==> src/rtl/lq_stq_rot_ctl_pkg.sv <==
// Shared types for the store-data rotator control stage: size codes, one-hot
// control constants (written [0:3], index 0 = no shift / 8B) and the decode result.
package lq_stq_rot_pkg;

  typedef enum logic [1:0] {
    SZ_1B = 2'b00,
    SZ_2B = 2'b01,
    SZ_4B = 2'b10,
    SZ_8B = 2'b11
  } size_e;

  typedef logic [0:3] oh4_t;

  localparam int   SLOTS_TOTAL = 8;
  localparam oh4_t ROT_NONE    = 4'b1000;
  localparam oh4_t MASK_8B     = 4'b1000;

  typedef struct packed {
    oh4_t rot_sel;
    oh4_t mask;
    logic se_b;
    logic err;
  } dec_t;

  localparam dec_t DEC_RST = '{rot_sel: ROT_NONE, mask: MASK_8B, se_b: 1'b1, err: 1'b0};

  // Slot count of a size code: 1, 2, 4 or 8 byte slices.
  function automatic logic [3:0] size_slots(logic [1:0] sz);
    return 4'd1 << sz;
  endfunction

endpackage

==> src/rtl/lq_stq_rot_ctl_if.sv <==
// Request/response bundle between the store pipe, this control stage and the rotator array.
interface lq_stq_rot_ctl_if #(
  parameter int DATA_W = 64,
  parameter int ITAG_W = 7
);
  logic              in_val;
  logic              in_rdy;
  logic [1:0]        in_size;
  logic [1:0]        in_offset;
  logic              in_sext;
  logic [ITAG_W-1:0] in_itag;
  logic [DATA_W-1:0] in_data;

  logic              out_val;
  logic              out_rdy;
  logic [0:3]        out_rot_sel;
  logic [0:3]        out_mask;
  logic              out_se_b;
  logic              out_err;
  logic [ITAG_W-1:0] out_itag;
  logic [DATA_W-1:0] out_data;

  modport slave (
    input  in_val, in_size, in_offset, in_sext, in_itag, in_data, out_rdy,
    output in_rdy, out_val, out_rot_sel, out_mask, out_se_b, out_err, out_itag, out_data
  );

  modport master (
    output in_val, in_size, in_offset, in_sext, in_itag, in_data, out_rdy,
    input  in_rdy, out_val, out_rot_sel, out_mask, out_se_b, out_err, out_itag, out_data
  );
endinterface

==> src/rtl/lq_stq_rot_dec.sv <==
// Combinational size/offset/sign decode into rotator shift select, size mask and sign fill.
module lq_stq_rot_dec
  import lq_stq_rot_pkg::*;
(
  input  logic [1:0] i_size,
  input  logic [1:0] i_offset,
  input  logic       i_sext,
  input  logic [2:0] i_sign,   // operand MSB for 1B/2B/4B: bits 7, 15, 31
  output dec_t       o_dec
);
  logic [3:0] w_span;
  logic       w_legal;
  logic       w_sign;
  oh4_t       w_rot;
  oh4_t       w_mask;

  always_comb begin
    w_span  = {1'b0, i_offset, 1'b0} + size_slots(i_size);
    w_legal = (w_span <= 4'(SLOTS_TOTAL));

    w_sign = 1'b0;
    case (i_size)
      SZ_1B:   w_sign = i_sign[0];
      SZ_2B:   w_sign = i_sign[1];
      SZ_4B:   w_sign = i_sign[2];
      default: w_sign = 1'b0;
    endcase

    w_rot            = '0;
    w_rot[i_offset]  = 1'b1;
    // mask index runs 8B..1B, i.e. the inverted size code
    w_mask           = '0;
    w_mask[~i_size]  = 1'b1;

    o_dec.err     = ~w_legal;
    o_dec.rot_sel = w_legal ? w_rot  : ROT_NONE;
    o_dec.mask    = w_legal ? w_mask : MASK_8B;
    o_dec.se_b    = ~(i_sext & w_sign & (i_size != SZ_8B) & w_legal);
  end
endmodule

==> src/rtl/lq_stq_rot_ctl.sv <==
// Store-data alignment control: decodes requests and queues them in a 2-entry FIFO
// ahead of the rotator array; counts accepted illegal requests.
module lq_stq_rot_ctl
  import lq_stq_rot_pkg::*;
#(
  parameter int DATA_W    = 64,
  parameter int ITAG_W    = 7,
  parameter int ERR_CNT_W = 8
) (
  input  logic                 clk,
  input  logic                 rst_b,
  input  logic                 flush,
  lq_stq_rot_ctl_if.slave      bus,
  output logic [1:0]           occ,
  output logic [ERR_CNT_W-1:0] err_cnt
);
  typedef struct packed {
    dec_t              dec;
    logic [ITAG_W-1:0] itag;
    logic [DATA_W-1:0] data;
  } entry_t;

  localparam entry_t ENTRY_RST = '{dec: DEC_RST, itag: '0, data: '0};

  entry_t                 r_mem [2];
  logic                   r_wptr;
  logic                   r_rptr;
  logic [1:0]             r_occ;
  logic [ERR_CNT_W-1:0]   r_err_cnt;

  dec_t   w_dec;
  entry_t w_new;
  logic   w_push;
  logic   w_pop;

  lq_stq_rot_dec u_dec (
    .i_size   (bus.in_size),
    .i_offset (bus.in_offset),
    .i_sext   (bus.in_sext),
    .i_sign   ({bus.in_data[31], bus.in_data[15], bus.in_data[7]}),
    .o_dec    (w_dec)
  );

  assign w_new  = '{dec: w_dec, itag: bus.in_itag, data: bus.in_data};
  assign w_push = bus.in_val & bus.in_rdy;
  // a pop coinciding with flush is moot: everything is dropped anyway
  assign w_pop  = bus.out_val & bus.out_rdy & ~flush;

  always_ff @(posedge clk or negedge rst_b) begin
    if (!rst_b) begin
      r_mem[0]  <= ENTRY_RST;
      r_mem[1]  <= ENTRY_RST;
      r_wptr    <= 1'b0;
      r_rptr    <= 1'b0;
      r_occ     <= 2'd0;
      r_err_cnt <= '0;
    end else begin
      if (flush) begin
        r_wptr <= 1'b0;
        r_rptr <= 1'b0;
        r_occ  <= 2'd0;
      end else begin
        if (w_push) begin
          r_mem[r_wptr] <= w_new;
          r_wptr        <= ~r_wptr;
        end
        if (w_pop) r_rptr <= ~r_rptr;
        r_occ <= r_occ + {1'b0, w_push} - {1'b0, w_pop};
      end
      if (w_push && w_new.dec.err && !(&r_err_cnt))
        r_err_cnt <= r_err_cnt + ERR_CNT_W'(1);
    end
  end

  assign bus.in_rdy      = (r_occ != 2'd2) & ~flush;
  assign bus.out_val     = (r_occ != 2'd0);
  assign bus.out_rot_sel = r_mem[r_rptr].dec.rot_sel;
  assign bus.out_mask    = r_mem[r_rptr].dec.mask;
  assign bus.out_se_b    = r_mem[r_rptr].dec.se_b;
  assign bus.out_err     = r_mem[r_rptr].dec.err;
  assign bus.out_itag    = r_mem[r_rptr].itag;
  assign bus.out_data    = r_mem[r_rptr].data;
  assign occ             = r_occ;
  assign err_cnt         = r_err_cnt;
endmodule
==> src/flat_wrapper.sv <==
// flat-port wrapper written by rule: the top's interface ports become plain ports
module lq_stq_rot_ctl_flat import lq_stq_rot_pkg::*;
#(
  parameter int DATA_W    = 64,
  parameter int ITAG_W    = 7,
  parameter int ERR_CNT_W = 8
)
  (clk, rst_b, flush, occ, err_cnt, bus_in_val, bus_in_size, bus_in_offset, bus_in_sext, bus_in_itag, bus_in_data, bus_out_rdy, bus_in_rdy, bus_out_val, bus_out_rot_sel, bus_out_mask, bus_out_se_b, bus_out_err, bus_out_itag, bus_out_data);
  lq_stq_rot_ctl_if #(.DATA_W(DATA_W), .ITAG_W(ITAG_W)) bus_i ();
  input  logic clk;
  input  logic rst_b;
  input  logic flush;
  output logic [1:0] occ;
  output logic [ERR_CNT_W-1:0] err_cnt;
  input wire logic [$bits(bus_i.in_val)-1:0] bus_in_val;
  input wire logic [$bits(bus_i.in_size)-1:0] bus_in_size;
  input wire logic [$bits(bus_i.in_offset)-1:0] bus_in_offset;
  input wire logic [$bits(bus_i.in_sext)-1:0] bus_in_sext;
  input wire logic [$bits(bus_i.in_itag)-1:0] bus_in_itag;
  input wire logic [$bits(bus_i.in_data)-1:0] bus_in_data;
  input wire logic [$bits(bus_i.out_rdy)-1:0] bus_out_rdy;
  output wire logic [$bits(bus_i.in_rdy)-1:0] bus_in_rdy;
  output wire logic [$bits(bus_i.out_val)-1:0] bus_out_val;
  output wire logic [$bits(bus_i.out_rot_sel)-1:0] bus_out_rot_sel;
  output wire logic [$bits(bus_i.out_mask)-1:0] bus_out_mask;
  output wire logic [$bits(bus_i.out_se_b)-1:0] bus_out_se_b;
  output wire logic [$bits(bus_i.out_err)-1:0] bus_out_err;
  output wire logic [$bits(bus_i.out_itag)-1:0] bus_out_itag;
  output wire logic [$bits(bus_i.out_data)-1:0] bus_out_data;
  assign bus_i.in_val = bus_in_val;
  assign bus_i.in_size = bus_in_size;
  assign bus_i.in_offset = bus_in_offset;
  assign bus_i.in_sext = bus_in_sext;
  assign bus_i.in_itag = bus_in_itag;
  assign bus_i.in_data = bus_in_data;
  assign bus_i.out_rdy = bus_out_rdy;
  assign bus_in_rdy = bus_i.in_rdy;
  assign bus_out_val = bus_i.out_val;
  assign bus_out_rot_sel = bus_i.out_rot_sel;
  assign bus_out_mask = bus_i.out_mask;
  assign bus_out_se_b = bus_i.out_se_b;
  assign bus_out_err = bus_i.out_err;
  assign bus_out_itag = bus_i.out_itag;
  assign bus_out_data = bus_i.out_data;
  lq_stq_rot_ctl #(.DATA_W(DATA_W), .ITAG_W(ITAG_W), .ERR_CNT_W(ERR_CNT_W)) u_core (.clk(clk), .rst_b(rst_b), .flush(flush), .bus(bus_i), .occ(occ), .err_cnt(err_cnt));
endmodule
==> config.mk <==
export PLATFORM = sky130hd
export DESIGN_NAME = lq_stq_rot_ctl_flat
export DESIGN_NICKNAME = d
export VERILOG_FILES = /design/src/rtl/lq_stq_rot_ctl_pkg.sv /design/src/rtl/lq_stq_rot_ctl_if.sv /design/src/rtl/lq_stq_rot_dec.sv /design/src/rtl/lq_stq_rot_ctl.sv /design/src/flat_wrapper.sv
export SDC_FILE = /design/constraint.sdc
export NUM_CORES = 1
export LEC_CHECK = 0
export CORE_ASPECT_RATIO = 1.1
export CORE_MARGIN = 5
export CORE_UTILIZATION = 45
export DETAILED_ROUTE_END_ITERATION = 16
export GPL_TIMING_DRIVEN = 0
export PLACE_DENSITY = 0.74
export REMOVE_ABC_BUFFERS = 1
export SLEW_MARGIN = 20
export SYNTH_ARGS = -nofsm -noshare
export SYNTH_HDL_FRONTEND = slang
export SYNTH_HIERARCHICAL = 1
export SYNTH_SLANG_ARGS = --single-unit
==> constraint.sdc <==
create_clock -name clk -period 1.8 [get_ports clk]
set_clock_uncertainty 0.1 [all_clocks]
set_input_delay 0.36 -clock clk [delete_from_list [all_inputs] [get_ports clk]]
set_output_delay 0.36 -clock clk [all_outputs]
set_load 0.005 [all_outputs]
==> metrics.sh <==
NUMBER_OF_H_TREE_BRANCHING_LEVELS=4
REG2REG_DEPTH=8
FIRST_PASS_ITERS=4
ANTENNA_VIOLATING_NETS_POST_ROUTE=0
HOLD-PATH-ENDPOINT='u_core/r_mem[154]'
START_UTIL_PCT=45.40
SETUP-VIOLATIONS-FINAL=224
HP-CLASS='input pin to flip-flop'
FAILED_CHECKS='setup timing'
SYNTH-ADDER-AREA-SHARE_PCT=0.8137
CTS.SINK_COUNT=174
PLACE_INST=927
YOSYSWARNINGCOUNT=6
FINALNONFILLERCELLS=1043
FRACTION_OF_FINAL_LAYOUT_CELLS_SIZED_BEYOND_DRIVE_STRENGTH_1_PCT=63.44
NUMBER_OF_ANTENNA_REPAIR_DIODES=0
STANDARD_CELL_ROW_COUNT=53
GROUTE.USAGE.OVERALL_PCT=19.05
RELSLEWSLACK_PCT=51.42
CRITICAL_PATH_MAXIMUM_FANOUT=6
LAYOUT_SETUP_WS_PS=-505.0
VIAS=5399
FILLER_CELL_COUNT=1347
TIMING.SETUP.CRITICAL_PATH_CLASS='input pin to flip-flop'
WORST-ENDPOINT-REQUIRED_PS=2020
GRT_REMAINING_OVERFLOW=0
DRT-INITIAL-DRC-COUNT=168
DETAIL_ROUTE.VIAS_PER_CELL=5.176
IRDROPWORSTVDD_V=0.0007381
REGTOREGSETUPSLACK_PS=-200
DETAIL_ROUTE.WIRELENGTH_UM=22950
ARRIVAL_PS=2520
PLACE.DETAILED.HPWL_UM=12420
YOSYS-MUX-AREA-FRACTION_PCT=39.39
GRT_ANTENNA_BEFORE_REPAIR=0
CLOCK_LATENCY_PS=420
CLKPWRFRAC_PCT=21.6
YS_FF_LATCH=174
SYNTHDISTINCTLIBCELLS=45
TIMING.CRITICAL_PATH.MAX_DELAY_FAMILY='simple AND/OR/NAND/NOR gates'
GP_ROUTABILITY_CONGESTION=0.7576
FLOORPLAN.DIE_AREA_SQ_UM=22000
YS_SEQ_AREA_SHARE_PCT=50.65
SYNTH_TOP_FAMILY_BY_AREA='multiplexers'
LAYOUT_COMMON_CELLS='175 x mux2_4, 162 x dfrtp_1, 75 x clkdlybuf4s50_1, 72 x mux2_2, 64 x buf_6'
POSTSYNTHCELLCOUNT=521
DRC_ERRORS=0
GRT_PASS1_VIAS=6046
WORST-SLEW-PIN-TRANSITION_PS=728.7
GRT_MAX_DEGREE=94
P_PER_AREA_nW_PER_UM2=1373
NUMBER_OF_STAGES_ON_THE_WORST_HOLD_PATH=3
LAYOUT_COMMONEST_CELL='mux2_4'
POST_SYNTHESIS_COMPOUND_GATE_AREA_FRACTION_PCT=1.322
RSZ_0062_RAISED_AFTER_GLOBAL_ROUTING='yes'
SERIES_OF_CELL_INSTANCES_ALONG_THE_CRITICAL_PATH='buf_12 > nor2b_4 > ha_4 > fa_2 > nor2_2 > o21ai_2 > and2_4 > nand4_1 > nor4b_4 > nand3_1 > mux2_4'
DIE_H_UM=155.1
CTS.PATH.MAX_BUFFERS=2
FINALHOLDVIOLATIONS=0
SYNTHDOMINANTAREACELLTYPE='dfrtp_1'
STATIC-LEAKAGE-POWER_nW=5.979
SW_SHARE_PCT=28.56
WORSTSETUPSTARTPOINTTYPE='input pin'
IO_PINS=174
AREA_DELTA_SYNTH_FINAL_PCT=44.71
SYNTH_TOP_AREA_SHARE_PCT=48.82
CRITPATHSLOWESTCELL='fa_2'
PORT_BUFFERS=173
DRV_SLEW=0
WORST-PATH-BUF-INV=1
XOR_XNOR_PORTION_OF_THE_SYNTHESIZED_CELL_AREA_PCT=0.6103
FINAL-SEQ-AREA_SQ_UM=4372
FIN_CRIT_PS=2305
DETAILEDPLACE.WORSTSLACK_PS=-1770
DESIGN_POWER_TOTAL_mW=17.11
POWER_FRAC_SEQ_PCT=37.9
HOLDCRITSTARTPOINT='bus_in_size[1]'
MULTI_INPUT_GATE_AREA_IN_THE_FINAL_LAYOUT_SQ_UM=4123
R2R_START='u_core/occ[1]'
WORST_HOLD_SLACK_PS=293.1
CTS_ROOT_BUF='clkbuf_16'
CTS_TREE='yes'
MAX_CAP_VIOLATIONS=0
GRT_FIRST_PASS_WIRELENGTH_UM=33240
SYNTH_AREA_SQ_UM=8611
PWR-SHARE-COMB_PCT=40.5
SYNTH_TOP_CELLS_BY_AREA='dfrtp_1 49%, mux2_4 28%, mux2_2 11%'
LAYOUT_WORST_PATH_CYCLE_SHARE_PCT=128.1
STATUS='finished with violations'
CORE-AREA_SQ_UM=18970
FINISH.NET_COUNT=869
SIMPLE_GATE_SHARE_OF_THE_SYNTHESIZED_AREA_PCT=3.298
CLOCK_PIN_SLEW_ON_THE_WORST_SETUP_AND_HOLD_PATHS_PS=70
WL_PER_CELL_UM=22.01
CTS_MADE_BUFFERS=17
DIE_W_UM=141.9
CRITICAL-PATH-MAX-STAGE-DELAY_PS=530
SYN_AREA_PER_CELL_SQ_UM=16.53
NET-SWITCHING-POWER_mW=4.888
INTERNAL_POWER_mW=12.23
CP-END-KIND='flip-flop'
FMAX_MHz=433.8
WORSTREG2REGEND='u_core/r_mem[61]'
[stage by stage]
step	instance area, sq um	setup TNS [ps]	utilization (%)
CTS	11910	-54670	62.78
global route	12460	-51370	65.70
floorplan	8282	-458740	-
global placement	10320	-1996440	54.43
detailed placement	10580	-197200	55.79
finish	12460	-43180	65.70
[state kept, by name (all words and copies together) (netlist names)]
| register | flops |
|---|---|
| u_core/err_cnt | 8 |
| u_core/r_rptr | 1 |
| u_core/occ | 2 |
| u_core/r_wptr | 1 |
| u_core/r_mem | 162 |
[power by group through the flow]
stage          clock, mW  sequential [mW]  combinational (mW)
2_1_floorplan          0             6.24                3.70
3_3_place_gp           0             6.47                6.05
3_5_place_dp           0             6.53                6.14
4_1_cts             3.77             6.42                6.59
5_1_grt             3.92             6.66                7.33
6_report            3.70             6.49                6.92
[cell usage after synthesis (all sizes together)]
cell type,instances
o21a,2
fa,1
dfrtp,168
inv,2
xnor2,2
a21o,1
nor3b,1
buf,28
a21boi,3
a21oi,6
or2,1
o2bb2ai,1
and4b,1
nand2b,4
nor3,1
dfstp,6
nor2,7
and3,1
mux2i,1
mux2,247
nand4,2
nand2,7
o21ai,1
clkbuf,1
ha,4
nand3b,2
a31oi,1
nor4b,1
a2111o,1
and4,2
nand4b,1
nor2b,3
and2b,1
xor2,4
and2,2
nand3,4
[cells by family after synthesis]
kind of cell	Yosys count
buf+inv	31
compound gates	16
simple gates	41
xor+xnor	6
fa+ha+maj	5
mux	248
flops	174
[repair_timing]
action                                  CTS  global route
hold buffers                              1             0
hold endpoints to repair                 90             0
cloned                                    7            13
endpoints found under the setup margin  260           244
gates resized for setup                 348           136
buffers inserted                         40            33
pin swaps                                 7            12
[worst min-delay path, stage by stage]
cell	delay, ps
buf_12	100
nor3_1	60
mux2_4	250
[worst max path at each step]
stage / start / to / slack [ps] / depth (start not counted)
2_1_floorplan: u_core/occ[0] / u_core/r_mem[63] / -4090 / 3
3_3_place_gp: flush / u_core/r_mem[63] / -6750 / 3
3_5_place_dp: bus_in_size[0] / u_core/err_cnt[5] / -1770 / 10
4_1_cts: u_core/r_rptr / bus_out_rot_sel[1] / -550 / 5
5_1_grt: bus_in_offset[1] / u_core/err_cnt[7] / -570 / 9
6_report: bus_in_size[0] / u_core/err_cnt[7] / -500 / 11
[cell type report]
| type | count | area share (%) |
|---|---|---|
| Timing Repair Buffer | 272 | 24.56 |
| Clock inverter | 14 | 1.205 |
| Multi-Input combinational cell | 316 | 33.09 |
| Sequential cell | 174 | 35.08 |
| Tap cell | 247 | 2.480 |
| Inverter | 2 | 0.06025 |
| Clock buffer | 18 | 3.524 |
[per-layer routing]
layer  share of wire [%]  global-route usage (%)  routed length [um]
met5                   0                       0                   0
met4                 1.6                   5.302                 369
met3                 4.7                   5.103                1078
met2                  51                   32.99               11730
met1                  43                   23.47                9778
Note: power is estimated with default switching activity, not from simulation.
